$ cat src/rtl/slv_i2c_reg_ctrl.sv
// -----------------------------------------------------------------------------
// slv_i2c_reg_ctrl
//
// Register-file controller that sits behind an I2C slave FSM. It turns slave
// transactions into register writes and auto-incrementing register reads. It
// drives the slave's ACK level and transmit byte. It also shares the single
// register-file write port with a local host port, and I2C has priority on
// that port.
//
// Ports
//   CLK, RST      : system clock, asynchronous active-high reset
//   I_ADDR_SLV    : 7-bit slave address decoded by the slave FSM
//   I_RW          : transaction direction, 1 = master reads
//   I_DATA_RD     : byte received from the master
//   I_DATA_VL     : strobe, byte received (write) or transmit byte consumed (read)
//   I_ADDR_REG    : register address byte sent by the master
//   I_BUSY        : slave transaction in progress
//   O_ACK         : ACK level to the slave (combinational), 1 = ACK
//   O_DATA_WR     : byte to transmit to the master
//   I_HST_*       : host request / write enable / address / write data
//   O_HST_GNT     : one-cycle grant, the host access happens this cycle
//   O_HST_RDATA   : host read data, O_HST_RVL marks it valid
//   O_IRQ         : pulse after an I2C write that stored at least one byte
//   O_ERR         : pulse after an out-of-range or read-only I2C write byte
// -----------------------------------------------------------------------------
module slv_i2c_reg_ctrl #(
    parameter int                 DATA_SZ  = 8,
    parameter int                 REG_NUM  = 16,
    parameter logic [DATA_SZ-2:0] SLV_ADDR = 7'h50,
    parameter logic [REG_NUM-1:0] RO_MASK  = 16'h0000,
    localparam int                PTR_SZ   = $clog2(REG_NUM)
) (
    input  logic               CLK,
    input  logic               RST,
    input  logic [DATA_SZ-2:0] I_ADDR_SLV,
    input  logic               I_RW,
    input  logic [DATA_SZ-1:0] I_DATA_RD,
    input  logic               I_DATA_VL,
    input  logic [DATA_SZ-1:0] I_ADDR_REG,
    input  logic               I_BUSY,
    output logic               O_ACK,
    output logic [DATA_SZ-1:0] O_DATA_WR,
    input  logic               I_HST_REQ,
    input  logic               I_HST_WE,
    input  logic [PTR_SZ-1:0]  I_HST_ADDR,
    input  logic [DATA_SZ-1:0] I_HST_WDATA,
    output logic               O_HST_GNT,
    output logic [DATA_SZ-1:0] O_HST_RDATA,
    output logic               O_HST_RVL,
    output logic               O_IRQ,
    output logic               O_ERR
);

    typedef enum logic [1:0] {
        ST_IDLE,
        ST_WR_FIRST,
        ST_WR,
        ST_RD
    } state_t;

    localparam logic [PTR_SZ-1:0] PTR_LAST = PTR_SZ'(REG_NUM - 1);

    state_t              state_q, state_d;
    logic                busy_q;
    logic [PTR_SZ-1:0]   ptr_q, ptr_d;
    logic [DATA_SZ-1:0]  regs_q [REG_NUM];
    logic [DATA_SZ-1:0]  regs_d [REG_NUM];
    logic [DATA_SZ-1:0]  data_wr_q, data_wr_d;
    logic [DATA_SZ-1:0]  hst_rdata_q, hst_rdata_d;
    logic                hst_rvl_q, hst_rvl_d;
    logic                irq_q, irq_d;
    logic                err_q, err_d;
    logic                stored_q, stored_d;

    logic                busy_rise, busy_fall;
    logic                addr_match;
    logic                reg_in_range;
    logic                hst_in_range;
    logic [PTR_SZ-1:0]   first_ptr, first_inc, ptr_inc;
    logic                first_ok;
    logic                in_write;
    logic                wr_strobe, rd_strobe;
    logic                i2c_store, i2c_drop;
    logic [PTR_SZ-1:0]   i2c_wr_addr;
    logic                write_end;
    logic                hst_gnt;

    // Decode of the current slave activity. The pointer wraps explicitly so
    // register counts that are not a power of two still wrap to zero.
    always_comb begin
        busy_rise    = I_BUSY & ~busy_q;
        busy_fall    = ~I_BUSY & busy_q;
        addr_match   = (I_ADDR_SLV == SLV_ADDR);
        reg_in_range = (32'(I_ADDR_REG) < REG_NUM);
        hst_in_range = (32'(I_HST_ADDR) < REG_NUM);
        first_ptr    = I_ADDR_REG[PTR_SZ-1:0];
        first_inc    = (first_ptr == PTR_LAST) ? '0 : first_ptr + PTR_SZ'(1);
        ptr_inc      = (ptr_q == PTR_LAST) ? '0 : ptr_q + PTR_SZ'(1);
        first_ok     = reg_in_range & ~RO_MASK[first_ptr];
        in_write     = (state_q == ST_WR_FIRST) || (state_q == ST_WR);
        wr_strobe    = in_write & I_DATA_VL & addr_match;
        rd_strobe    = (state_q == ST_RD) & I_DATA_VL & addr_match;
        if (state_q == ST_WR_FIRST) begin
            i2c_store   = wr_strobe & first_ok;
            i2c_wr_addr = first_ptr;
        end else begin
            i2c_store   = wr_strobe & ~RO_MASK[ptr_q];
            i2c_wr_addr = ptr_q;
        end
        i2c_drop  = wr_strobe & ~i2c_store;
        write_end = in_write & (busy_fall | busy_rise);
        // The host only loses the write port to an I2C byte that is actually
        // stored; grant is forced low while reset is held.
        hst_gnt   = I_HST_REQ & ~i2c_store & ~RST;
    end

    // ACK is combinational so the slave sees it in the same cycle it asks.
    always_comb begin
        O_ACK = 1'b0;
        case (state_q)
            ST_WR_FIRST: O_ACK = addr_match & reg_in_range;
            ST_WR:       O_ACK = addr_match & ~RO_MASK[ptr_q];
            ST_RD:       O_ACK = addr_match;
            default:     O_ACK = 1'b0;
        endcase
    end

    // Next-state logic. A busy rise always restarts the transaction by
    // direction, which also covers a repeated start without passing IDLE.
    always_comb begin
        state_d = state_q;
        if (busy_rise) begin
            state_d = I_RW ? ST_RD : ST_WR_FIRST;
        end else if (busy_fall) begin
            state_d = ST_IDLE;
        end else if ((state_q == ST_WR_FIRST) && i2c_store) begin
            state_d = ST_WR;
        end
    end

    // Datapath: register file, pointer, transmit byte, host read port and
    // the IRQ/ERR pulses. All reads use the current register contents, so a
    // read in the same cycle as a write sees the old value.
    always_comb begin
        regs_d      = regs_q;
        ptr_d       = ptr_q;
        data_wr_d   = data_wr_q;
        hst_rdata_d = hst_rdata_q;
        hst_rvl_d   = 1'b0;
        err_d       = i2c_drop;
        irq_d       = write_end & (stored_q | i2c_store);
        stored_d    = write_end ? 1'b0 : (stored_q | i2c_store);

        if (i2c_store) begin
            regs_d[i2c_wr_addr] = I_DATA_RD;
        end else if (hst_gnt && I_HST_WE && hst_in_range) begin
            regs_d[I_HST_ADDR] = I_HST_WDATA;
        end

        if (wr_strobe) begin
            if (state_q == ST_WR_FIRST) begin
                if (first_ok) begin
                    ptr_d = first_inc;
                end
            end else begin
                ptr_d = ptr_inc;
            end
        end

        if (rd_strobe) begin
            ptr_d     = ptr_inc;
            data_wr_d = regs_q[ptr_inc];
        end

        if (busy_rise && I_RW && addr_match) begin
            data_wr_d = regs_q[ptr_q];
        end

        if (hst_gnt && !I_HST_WE) begin
            hst_rvl_d   = 1'b1;
            hst_rdata_d = hst_in_range ? regs_q[I_HST_ADDR] : '0;
        end
    end

    always_ff @(posedge CLK or posedge RST) begin
        if (RST) begin
            state_q     <= ST_IDLE;
            busy_q      <= 1'b0;
            ptr_q       <= '0;
            data_wr_q   <= '0;
            hst_rdata_q <= '0;
            hst_rvl_q   <= 1'b0;
            irq_q       <= 1'b0;
            err_q       <= 1'b0;
            stored_q    <= 1'b0;
            for (int i = 0; i < REG_NUM; i++) begin
                regs_q[i] <= '0;
            end
        end else begin
            state_q     <= state_d;
            busy_q      <= I_BUSY;
            ptr_q       <= ptr_d;
            data_wr_q   <= data_wr_d;
            hst_rdata_q <= hst_rdata_d;
            hst_rvl_q   <= hst_rvl_d;
            irq_q       <= irq_d;
            err_q       <= err_d;
            stored_q    <= stored_d;
            regs_q      <= regs_d;
        end
    end

    assign O_DATA_WR   = data_wr_q;
    assign O_HST_GNT   = hst_gnt;
    assign O_HST_RDATA = hst_rdata_q;
    assign O_HST_RVL   = hst_rvl_q;
    assign O_IRQ       = irq_q;
    assign O_ERR       = err_q;

endmodule

$ cat config.mk
export PLATFORM = sky130hd
export DESIGN_NAME = slv_i2c_reg_ctrl
export DESIGN_NICKNAME = d
export VERILOG_FILES = /design/src/rtl/slv_i2c_reg_ctrl.sv
export SDC_FILE = /design/constraint.sdc
export NUM_CORES = 1
export LEC_CHECK = 0
export BUFFER_PORTS_ARGS = -buffer_cell sky130_fd_sc_hd__buf_2
export CORE_MARGIN = 8
export CORE_UTILIZATION = 50
export DETAILED_ROUTE_END_ITERATION = 8
export GPL_TIMING_DRIVEN = 0
export PLACE_DENSITY = 0.68
export SLEW_MARGIN = 20
export SYNTH_ARGS = -nofsm -noshare
export SYNTH_HDL_FRONTEND = slang
export SYNTH_SLANG_ARGS = --single-unit
export TNS_END_PERCENT = 5
$ cat constraint.sdc
create_clock -name CLK -period 15.8 [get_ports CLK]
set_input_delay 3.16 -clock CLK [delete_from_list [all_inputs] [get_ports CLK]]
set_output_delay 3.16 -clock CLK [all_outputs]
set_load 0.01 [all_outputs]
* Yosys cells after proc, flatten, opt, wreduce, memory -nomap -nowiden *
Memory sizes are Yosys's and may differ from the RTL's.
Cells that the tools add are included.

storage, ports and cells
  register bits after elaboration = 155
  bits in read-only memories = 32
  input port bits = 42
  output and inout bits = 21
  logic and storage cells = 123
  memories kept = 2

memories
  memory            depth  bits a word  read ports  clocked after Yosys merged registers in  write ports  RTL line  RTL
  (name not given)  16     1            1           0                                        0            122       ST_WR: O_ACK = addr_match & ~RO_MASK[ptr_q];
  (name not given)  16     1            1           0                                        0            99        first_ok = reg_in_range & ~RO_MASK[first_ptr];

cells by class
  add/subtract/negate cells = 2
  order comparisons = 9
  equality and inequality tests = 7
  muxes and demuxes = 36
  bitwise logic cells = 28
  reductions and logical operators = 14

operators with widths
  kind                   count
  $bwmux W128            2
  $mux W128              2
  $bmux W8 S4            3
  $mux W8                10
  $demux W8 S4           2
  $mux W4                7
  $ge A5 B5 Y1 const B   4
  $not A4 Y5             4
  $and A1 B1 Y1          16
  $lt A4 B5 Y1 const B   2
  $lt A5 B1 Y1 const B   2
  $add A4 B1 Y4 const B  2
  $eq A4 B4 Y1 const B   2
  $lt A8 B5 Y1 const B   1
  $mux W2                4
  $eq A7 B7 Y1 const B   1
  $logic_and A1 B1 Y1    7
  $not A1 Y1             6
  $reduce_bool A2 Y1     3
  $mux W1                5
  $eq A2 B2 Y1 const B   2
  $ne A3 B3 Y1 const B   1
  $pmux W1 S3            1
  $reduce_bool A3 Y1     1
  other kinds (5)        6

* Logic depth before layout (Yosys ltp) *
  depth in word-level cells = 12
  mapped depth = 11
  depth with buffers taken out = 8

* Worst setup path before layout *
OpenSTA, ideal clock, no wires.

  path type = input to output
  start = in I_ADDR_REG[7]
  end = out O_HST_GNT
  arrival time = 4140 ps
  data required time = 12640 ps
  path slack = 8500 ps
  stages = 5
  buffers on the path = 2
  cell sequence = o41ai_4 -> a41o_1 -> buf_6 -> buf_6 -> inv_1

on the way
  cells in the longest elaborated chain, start to end = 7

RTL lines
  item                        RTL line  RTL
  start, declared             39        input logic [DATA_SZ-1:0] I_ADDR_REG,
  $lt A8 B5 Y1                94        reg_in_range = (32'(I_ADDR_REG) < REG_NUM);
  $and A1 B1 Y1               99
  $and A1 B1 Y1               104       i2c_store = wr_strobe & first_ok;
  $mux W1                     103       if (state_q == ST_WR_FIRST) begin
  $not A1 Y1                  114       hst_gnt = I_HST_REQ & ~i2c_store & ~RST;
  $and A1 B1 Y1 (2 in a row)  114
  end, declared               47        output logic O_HST_GNT,

No other way between the ends.

* Final worst setup path *
  start = in I_ADDR_SLV[3]
  end = out O_HST_GNT

on the way
  cells in the longest elaborated chain, start to end = 7

RTL lines
  item                              RTL line  RTL
  start, declared                   35        input logic [DATA_SZ-2:0] I_ADDR_SLV,
  $eq A7 B7 Y1 (*)                  93        addr_match = (I_ADDR_SLV == SLV_ADDR);
  $and A1 B1 Y1 (*)                 101       wr_strobe = in_write & I_DATA_VL & addr_match;
  $and A1 B1 Y1 (on tied branches)  107, 104
  $mux W1 (*)                       103
  $not A1 Y1 (*)                    114
  $and A1 B1 Y1 (*) (2 in a row)    114

Every way passes the cells marked *; elsewhere a longest branch is shown, timed or not.

==> impl_metrics.tcl <==
set metrics [dict create \
    outcome "completed" \
    htreeDepth 4 \
    die_x_um 162.2 \
    synth-xor-area-share 0.001638 \
    yosys.area_share.simple 0.1852 \
    ys_seq_elements 155 \
    wl_per_cell_um 28.32 \
    ys_seq_area_frac 0.3627 \
    crit_type "input pin to output pin" \
    synth_top_family_by_area "multiplexers" \
    numCtsBuffers 17 \
    reg2reg_slack_ns 12.61 \
    grt_pass1_wl_mm 58.58 \
    overflow 0 \
    die_h_um 162.2 \
    worstPathRequired_ns 12.64 \
    hold_path_class "register to register" \
    syn_avg_cell_area_um2 10.61 \
    hold_buffers 0 \
    synth_mux_area_frac 0.2421 \
    die-area_um2 26320 \
    gp_congestion 1.069 \
    clock.fmax_mhz 130.1 \
    clk_path_buf_depth 2 \
    ioPinCount 63 \
    synth_area_um2 10690 \
    track_usage 0.2981 \
    tightest_slew_ns 1.063 \
    clkSinkCount 155 \
    grt_pass1_vias 9446 \
    first_iter_violations 1468 \
    dp_hpwl_mm 28.73 \
    holdPathStages 1 \
    ys.flop_type "dfrtp_1" \
    fin_crit_sh 0.4865 \
    worstHoldEndpoint "O_HST_RDATA[4]" \
    peakVddDrop_mv 0.07396 \
    crit_path_end_kind "output pin" \
    r2r_end "O_DATA_WR[7]" \
    drc_errors 0 \
    synth_compound_area_frac 0.1554 \
    core_um2 21020 \
    area_delta_synth_final_pct 11.43 \
    synth_area_leader_cell "dfrtp_1" \
    initial_core_util 0.5087 \
    fin_nets 1122 \
    worstPathArrival_ns 4.53 \
    synth_cells 1008 \
    ys_async_sr_fraction 1.000 \
    finalSetupViolCount 0 \
    dpl_cell_area_um2 11300 \
    grt_max_degree 90 \
    avgViaCountPerCell 7.100 \
    synth_edf_count 0 \
    cts-root-buf "clkbuf_16" \
    period_minus_slack_ns 7.687 \
    worstSkewPairLatency_ns 0.44 \
    ctsResizeCount 0 \
    rows 53 \
    cap_violations 0 \
    rsz0062_at_grt "no" \
    synth_cell_types 66 \
    cts_setup_buffers 0 \
    r2r_cells 7 \
    crit_fanout 10 \
    power.total_mw 1.213 \
    tns_ns 0 \
    final_common_cell "nand2_1" \
    antennaDiodeCount 0 \
    finish.instance_area_um2 11920 \
    crit_chain "buf_2, nor4_4, a41o_1, buf_6, buf_6, inv_1, buf_2" \
    io_buffers 45 \
    drive_gt1_frac 0.2606 \
    first_pass_iters 8 \
    clock_skew_ns 0.007242 \
    syn_nets 1057 \
    power_density_nw_per_um2 101.8 \
    cts_tree "yes" \
    mostFrequentLayoutCells "nand2_1, dfrtp_1, a22oi_1" \
    final-max-slew-violation-count 0 \
    synth_area_leaders "dfrtp_1, mux4_2, nand2_1, a22oi_1, nor3_2" \
    antenna_found_initial 1 \
    yosys.area.top_type_share 0.3627 \
    finalHoldViolCount 0 \
    r2r-start "ptr_q[1]" \
    via_count 9663 \
    path_clk_slew_ns 0.06 \
    crit_slowest_cell "nor4_4" \
    yosys_warnings 0 \
    synth_fa_ha_area_frac 0.008191 \
    start_kind "input pin" \
    drt-total-wl_mm 38.54 \
    slowest_delay_ns 0.41 \
    ant_nets 0 \
    leakage_nw 5.246 \
    hp-start "O_HST_RDATA[4]" \
    slew_headroom 0.2851 \
]
-- metrics by stage --
step           hold WS (ns)  instances  utilization  setup WS, ns
2_1_floorplan        0.4698       1008            -         8.462
3_3_place_gp         0.4853       1328       0.5357         6.448
3_5_place_dp         0.4939       1329       0.5374         8.139
4_1_cts              0.5080       1361       0.5668         8.128
5_1_grt              0.5274       1361       0.5668         8.029
6_report             0.5013       1361       0.5668         8.113
-- per-layer routing --
layer,GRT usage,vias to the layer above,wire length (µm)
li1,-,3982,-
met3,0.08732,173,4776
met1,0.3753,4717,14170
met5,0,-,13
met2,0.4483,789,17250
met4,0.1785,2,2337
-- sequential cells by signal, summed over array words and instances, names as in the netlist --
| name | flops |
|---|---|
| busy_q | 1 |
| O_HST_RVL | 1 |
| O_DATA_WR | 8 |
| stored_q | 1 |
| ptr_q | 4 |
| O_ERR | 1 |
| regs_q | 128 |
| state_q | 2 |
| O_HST_RDATA | 8 |
| O_IRQ | 1 |
-- worst max-delay path: cells and delay by family --
| family | cells | cell delay [ns] |
|---|---|---|
| and+or+nand+nor | 1 | 0.41 |
| buffers and inverters | 5 | 0.69 |
| AOI/OAI and AO/OA | 1 | 0.24 |
-- how the worst max path moves through the flow --
stage | startpoint | slack [ns] | end
2_1_floorplan | RST | 8.46 | O_DATA_WR[0]
3_3_place_gp | RST | 6.45 | regs_q[22]
3_5_place_dp | I_ADDR_REG[7] | 8.14 | O_HST_GNT
4_1_cts | I_ADDR_SLV[3] | 8.13 | O_HST_GNT
5_1_grt | I_ADDR_SLV[3] | 8.03 | O_HST_GNT
6_report | I_ADDR_SLV[3] | 8.11 | O_HST_GNT
-- logic make-up (layout without fill, tap and decap cells) --
kind of cell	after synthesis	after routing
buffers and inverters	90	168
adders and majority gates	7	7
xor gates and xnor gates	2	2
AOI/OAI and AO/OA	225	225
DFF	155	155
and+or+nand+nor	403	403
muxes	126	126
-- power by group --
part | total [mW] | leakage, nW | internal (mW) | switching, mW
Sequential | 0.500 | 2.08 | 0.444 | 0.0563
Combinational | 0.269 | 2.87 | 0.125 | 0.144
Clock | 0.443 | 0.296 | 0.268 | 0.176
Total | 1.21 | 5.25 | 0.837 | 0.376
-- synth_stat cells (all sizes together) (2+ instances only) --
master    n
a211oi    7
a21oi    11
a221oi    3
a222oi    7
a22oi   136
a311oi    3
a31oi    15
a32o      3
and2      8
and3      3
and3b     2
buf      54
clkbuf   26
dfrtp   155
ha        7
inv       9
mux2     19
mux2i     5
mux4    102
nand2   281
nand2b    8
nand3     7
nand3b    4
nand4     2
nor2     30
nor2b    10
nor3     31
nor3b     5
nor4      6
o211ai    2
o21ai    23
o22ai     5
or3       2
xor2      2
-- area by class of cell --
| type | instances | area (µm²) |
|---|---|---|
| Buffer | 80 | 440.4 |
| Clock inverter | 12 | 171.4 |
| Timing Repair Buffer | 46 | 252.7 |
| Multi-Input combinational cell | 763 | 6336 |
| Sequential cell | 155 | 3879 |
| Inverter | 10 | 45.04 |
| Clock buffer | 20 | 446.7 |
| Fill cell | 1768 | 9106 |
| Tap cell | 275 | 344.1 |
(Power assumes the default switching activity.)
